==> src/rtl/tran_4x4_pipe.sv <==
`default_nettype none
// ============================================================================
// Module      : tran_4x4_pipe
// Description : Two-stage pipelined 4x4 forward integer transform
//               Y = M * X * M^T. M is the H.264 core matrix or the 4x4
//               Hadamard matrix, chosen per block by in_mode. Valid/ready
//               handshake on both sides, optional saturation to OUT_WIDTH.
// Revision    : 1.0 - initial release
// ============================================================================
module tran_4x4_pipe #(
    parameter int IN_WIDTH  = 9,
    parameter int OUT_WIDTH = 15,
    parameter int SATURATE  = 1
) (
    input  logic                        clk,
    input  logic                        reset,
    input  logic                        enable,
    input  logic                        in_valid,
    output logic                        in_ready,
    input  logic                        in_mode,
    input  logic signed [IN_WIDTH-1:0]  residuals   [16],
    output logic                        out_valid,
    input  logic                        out_ready,
    output logic                        out_mode,
    output logic signed [OUT_WIDTH-1:0] transformed [16],
    output logic                        out_sat
);

    // Column-pass results need 3 extra bits, the full 2-D result needs 6.
    localparam int c_WT = IN_WIDTH + 3;
    localparam int c_WF = IN_WIDTH + 6;

    // One output row of the 1-D transform: row k of the matrix applied to
    // the four operands. Doubling terms are arithmetic left shifts.
    function automatic logic signed [c_WF-1:0] f_mix(
        input logic signed [c_WF-1:0] a0,
        input logic signed [c_WF-1:0] a1,
        input logic signed [c_WF-1:0] a2,
        input logic signed [c_WF-1:0] a3,
        input logic                   hadamard,
        input logic [1:0]             k
    );
        logic signed [c_WF-1:0] v;
        case (k)
            2'd0:    v = a0 + a1 + a2 + a3;
            2'd1:    v = hadamard ? (a0 + a1 - a2 - a3)
                                  : ((a0 <<< 1) + a1 - a2 - (a3 <<< 1));
            2'd2:    v = a0 - a1 - a2 + a3;
            default: v = hadamard ? (a0 - a1 + a2 - a3)
                                  : (a0 - (a1 <<< 1) + (a2 <<< 1) - a3);
        endcase
        return v;
    endfunction

    // Handshake / advance control
    logic w_out_adv;
    logic w_s1_adv;

    // Stage registers
    logic                        r_s1_v;
    logic                        r_s1_mode;
    logic signed [c_WT-1:0]      r_t   [16];
    logic                        r_out_v;
    logic                        r_out_mode;
    logic                        r_out_sat;
    logic signed [OUT_WIDTH-1:0] r_y   [16];

    // Combinational datapath
    logic signed [c_WT-1:0]      w_col [16];
    logic signed [c_WF-1:0]      w_row [16];
    logic signed [OUT_WIDTH-1:0] w_nar [16];
    logic [15:0]                 w_clip;
    logic                        w_any_clip;

    // An output slot frees when empty or being consumed; stage 1 may then
    // move forward. Everything freezes while enable is low.
    assign w_out_adv = enable && (!r_out_v || out_ready);
    assign w_s1_adv  = enable && (!r_s1_v || w_out_adv);
    assign in_ready  = w_s1_adv;

    // Column pass: T[k][c] = sum_r M[k][r] * X[r][c]
    always_comb begin
        for (int k = 0; k < 4; k++) begin
            for (int c = 0; c < 4; c++) begin
                w_col[4*k+c] = c_WT'(f_mix(c_WF'(residuals[c]),
                                           c_WF'(residuals[4+c]),
                                           c_WF'(residuals[8+c]),
                                           c_WF'(residuals[12+c]),
                                           in_mode, 2'(k)));
            end
        end
    end

    // Row pass at full precision: Y[k][l] = sum_c T[k][c] * M[l][c]
    always_comb begin
        for (int k = 0; k < 4; k++) begin
            for (int l = 0; l < 4; l++) begin
                w_row[4*k+l] = f_mix(c_WF'(r_t[4*k]),
                                     c_WF'(r_t[4*k+1]),
                                     c_WF'(r_t[4*k+2]),
                                     c_WF'(r_t[4*k+3]),
                                     r_s1_mode, 2'(l));
            end
        end
    end

    // Narrowing of each coefficient to OUT_WIDTH
    for (genvar i = 0; i < 16; i++) begin : g_lane
        if (OUT_WIDTH >= c_WF) begin : g_wide
            // Output is wide enough for every possible result.
            assign w_nar[i]  = OUT_WIDTH'(w_row[i]);
            assign w_clip[i] = 1'b0;
        end else if (SATURATE != 0) begin : g_sat
            localparam logic signed [c_WF-1:0] c_MAXF =
                c_WF'((64'sd1 <<< (OUT_WIDTH - 1)) - 64'sd1);
            localparam logic signed [c_WF-1:0] c_MINF =
                c_WF'(-(64'sd1 <<< (OUT_WIDTH - 1)));
            logic w_hi;
            logic w_lo;
            assign w_hi      = (w_row[i] > c_MAXF);
            assign w_lo      = (w_row[i] < c_MINF);
            assign w_nar[i]  = w_hi ? OUT_WIDTH'(c_MAXF) :
                               w_lo ? OUT_WIDTH'(c_MINF) :
                                      OUT_WIDTH'(w_row[i]);
            assign w_clip[i] = w_hi | w_lo;
        end else begin : g_trunc
            // Wrap-around: keep the low OUT_WIDTH bits.
            assign w_nar[i]  = OUT_WIDTH'(w_row[i]);
            assign w_clip[i] = 1'b0;
        end
    end

    assign w_any_clip = |w_clip;

    // Stage 1 register: column-pass result and mode of the accepted block
    always_ff @(posedge clk) begin
        if (reset) begin
            r_s1_v    <= 1'b0;
            r_s1_mode <= 1'b0;
            r_t       <= '{default: '0};
        end else if (w_s1_adv) begin
            r_s1_v <= in_valid;
            if (in_valid) begin
                r_s1_mode <= in_mode;
                r_t       <= w_col;
            end
        end
    end

    // Output register: narrowed coefficients, mode tag and clamp flag
    always_ff @(posedge clk) begin
        if (reset) begin
            r_out_v    <= 1'b0;
            r_out_mode <= 1'b0;
            r_out_sat  <= 1'b0;
            r_y        <= '{default: '0};
        end else if (w_out_adv) begin
            r_out_v <= r_s1_v;
            if (r_s1_v) begin
                r_out_mode <= r_s1_mode;
                r_out_sat  <= w_any_clip;
                r_y        <= w_nar;
            end
        end
    end

    assign out_valid   = r_out_v;
    assign out_mode    = r_out_mode;
    assign out_sat     = r_out_sat;
    assign transformed = r_y;

endmodule
`default_nettype wire

==> config.mk <==
export PLATFORM = sky130hd
export DESIGN_NAME = tran_4x4_pipe
export DESIGN_NICKNAME = d
export VERILOG_FILES = /design/src/rtl/tran_4x4_pipe.sv
export SDC_FILE = /design/constraint.sdc
export NUM_CORES = 2
export LEC_CHECK = 0
export ABC_AREA = 1
export BUFFER_PORTS_ARGS = -buffer_cell sky130_fd_sc_hd__clkbuf_2
export CAP_MARGIN = 10
export CELL_PAD_IN_SITES_DETAIL_PLACEMENT = 1
export CELL_PAD_IN_SITES_GLOBAL_PLACEMENT = 1
export CORE_MARGIN = 5
export CORE_UTILIZATION = 42
export DETAILED_ROUTE_END_ITERATION = 12
export PLACE_DENSITY_LB_ADDON = 0.1
export RECOVER_POWER = 50
export SYNTH_ARGS = -nofsm -noshare
export SYNTH_HDL_FRONTEND = slang
export SYNTH_SLANG_ARGS = --single-unit
==> constraint.sdc <==
create_clock -name clk -period 4.3 [get_ports clk]
set_input_delay 1.29 -clock clk [delete_from_list [all_inputs] [get_ports clk]]
set_output_delay 1.29 -clock clk [all_outputs]
set_load 0.02 [all_outputs]
==> flow_summary_export.csv <==
group,metric,value,unit
clock_tree,cts_hold_buffers,0,
global_routing,antenna_found_initial,23,
routing,detail-route-antenna-nets,0,
synth,synth_edf_count,0,
setup_path,slowest_delay,410,ps
setup_path,crit_fanout,4,
synth,syn_avg_cell_area,6.71,um^2
setup_path,worst-endpoint-arrival,5120,ps
power,ir_drop,534,uV
final_layout,area_growth,31.7,%
outcome,status,"complete, but fails checks",
setup_path,worstSetupEndpointType,"flip-flop",
die,fp.dieW,435,um
min_path,min_path_type,"reg -> reg",
global_routing,grt_pass1_wl,557,mm
power,p_leak,53.5,nW
routing,via_per_inst,5.53,
placement,gp_congestion,1.02,
clock_tree,htreeDepth,2,
clock_tree,cts_buffer_depth,3,
setup_path,crit_family,"simple AND/OR/NAND/NOR gates",
synth,synth_area,0.0758,mm^2
clock_tree,cts_root_buf,"clkbuf_16",
placement,io_buffers,392,
setup_path,timing.rr.start,"r_t[72]$_SDFFE_PP0P_",
timing,max_slew_margin,-93.8,%
synth,ys_seq_area_share,11.5,%
routing,wirelength,387,mm
outcome,violations,"max-capacitance violations, max-slew violations, negative setup slack",
timing,rsz0062_at_grt,"true",
setup_path,crit_type,"reg -> reg",
die,die_area,0.189,mm^2
global_routing,grt_start_max_net_pins,108,
placement,hpwl,324,mm
timing,fin_ws,-202,ps
min_path,min_from,"transformed[15]$_SDFFE_PP0P_",
setup_path,start_kind,"flip-flop",
placement,dp_slack,-726,ps
placement,dp_cells,15500,
die,rows,156,
power,power,72.4,mW
timing,worst_pin_slew,2910,ps
final_layout,multi_input_area,0.0622,mm^2
timing,fin_crit_sh,105,%
global_routing,grt_pass1_vias,90800,
timing,finalHoldViolCount,0,
clock_tree,numCtsBuffers,58,
timing,finClkSkew,45.7,ps
routing,num_vias,87100,
setup_path,crit_start,"r_t[72]$_SDFFE_PP0P_",
synth,ys_seq_elements,436,
die,coreArea,0.180,mm^2
final_layout,final_nets,15100,
final_layout,fin_cells,15800,
die,ios,394,
timing,fmax,0.222,GHz
timing,period_minus_slack,4500,ps
die,start_util,42.1,%
final_layout,seq_area,0.00879,mm^2
synth,synth_nets,13000,
clock_tree,cts_tree,"yes",
setup_path,crit_buf_inv,5,
routing,drc,0,
final_layout,fillers,23700,
die,chipHeight,435,um
final_layout,design_area,0.0998,mm^2
synth,ys_warn_count,0,
setup_path,critPathRequiredTime,4920,ps
routing,drt_first_pass_iters,5,
synth,synthFlopType,"dfxtp_1",
final_layout,final_layout_size_suffix_gt1_share,21.9,%
synth,syn_inst,11300,
routing,wl_per_cell,24.6,um
synth,synthDistinctLibCells,55,
global_routing,overflow,0,
setup_path,crit_top_cell,"nand2_2",
placement,placed_area,0.0929,mm^2
clock_tree,clk_pin_slew,70,ps
clock_tree,clock_latency,740,ps
power,power_density,726,mW/mm^2
timing,slew_viol_final,185,
clock_tree,cts_num_sinks,436,
timing,setup_viol,14,
routing,drt_iter0_drc,5651,
job,drv_cap,3,
global_routing,track_usage,38.3,%
synth,postSynth.asyncResetShare,0,%
setup_path,slowest_stage,"fa_2",
==> final timing paths <==
kind                              endpoint  cells after the start  slack [ps]
max reg2reg  transformed[118]$_SDFFE_PP0P_                     29        -200
min           transformed[15]$_SDFFE_PP0P_                      2         480
max          transformed[118]$_SDFFE_PP0P_                     29        -200
min reg2reg   transformed[15]$_SDFFE_PP0P_                      2         480
==> final cells by class <==
class	instances	share of cell area (%)
clock inverter	37	0.450
tap	2370	2.97
inverter	2168	8.19
multi-input combinational	8466	62.3
timing repair buffer	2192	15.6
sequential	436	8.80
antenna	9	0.0226
clock buffer	72	1.61
==> logic make-up after synthesis <==
kind of cell | share of synthesized area, %
AOI/OAI and AO/OA | 13.1
xor gates and xnor gates | 4.66
adders and majority gates | 32.4
buffers and inverters | 12.1
DFF | 11.5
other | 0.00495
and+or+nand+nor | 26.3
==> synthesized netlist by cell type, drive strengths merged, types with 46 or more instances <==
cell,count,area share [%]
o21a,115,1.1
xor2,317,3.7
o211ai,66,0.65
a21o,56,0.55
or2,46,0.38
nor2,653,3.2
ha,958,16
nand3,979,6.5
clkbuf,105,0.52
dfxtp,436,12
nor3,106,0.70
nand2,2701,13
a21oi,850,5.6
nand3b,50,0.51
xnor2,86,0.99
o21ai,441,2.9
o21bai,100,0.99
inv,2165,11
buf,127,0.85
nand4,169,1.4
fa,627,17
==> flip-flops by register name, indices dropped and copies added (netlist names) <==
| signal | cells |
|---|---|
| out_valid | 1 |
| r_s1_mode | 1 |
| transformed | 240 |
| r_s1_v | 1 |
| r_t | 192 |
| out_mode | 1 |
==> metrics by stage <==
step                      setup TNS [ps]  hold slack [ps]  util [%]
after floorplan                        0              485         -
after global placement            -48450              455      51.6
after detailed placement          -71100              468      51.6
after CTS                          -31.4              484      53.3
after global routing               -8800              499      55.4
final                              -1060              480      55.4
==> where the power goes <==
group / switching [mW] / internal [mW] / leakage (nW)
clock: 2.37 / 3.04 / 0.995
sequential: 0.508 / 4.38 / 3.58
combinational: 37.3 / 24.9 / 49.0
total: 40.1 / 32.3 / 53.5
==> layout by cell type, fill, tap and decap left out, types with 87 or more instances in the layout <==
master | netlist | final
ha_1 | 958 | 823
nand2_1 | 2700 | 2597
a21oi_1 | 845 | 713
inv_1 | 2157 | 2105
a21oi_2 | 5 | 125
dfxtp_1 | 436 | 408
ha_4 | 0 | 107
o21ai_0 | 410 | 346
o21bai_1 | 100 | 92
o21a_1 | 115 | 115
xor2_1 | 317 | 271
nor2_1 | 652 | 586
nand4_1 | 169 | 169
fa_1 | 627 | 614
nand2_2 | 1 | 87
nand3_1 | 978 | 903
clkbuf_1 | 102 | 205
clkbuf_2 | 3 | 199
buf_4 | 12 | 1748
==> worst min-delay path, cell delays in order (launching register included) <==
cell     delay, ps
dfxtp_1        310
nand2_1         60
a21oi_1         60
==> metal layers <==
| metal | up-vias | GRT usage, % | part of all wire, % |
|---|---|---|---|
| li1 | 40000 | - | - |
| met5 | - | 0 | 0.023 |
| met4 | 16 | 21.1 | 7.4 |
| met2 | 2843 | 64.1 | 46 |
| met1 | 43200 | 47.4 | 41 |
| met3 | 1033 | 5.78 | 6.3 |
==> repair_timing <==
action,4_1_cts,5_1_grt
endpoints found under the setup margin,65,164
pin swaps,72,339
resized for setup,176,818
buffers inserted,29,64
Note: power is estimated with default switching activity, not from simulation.
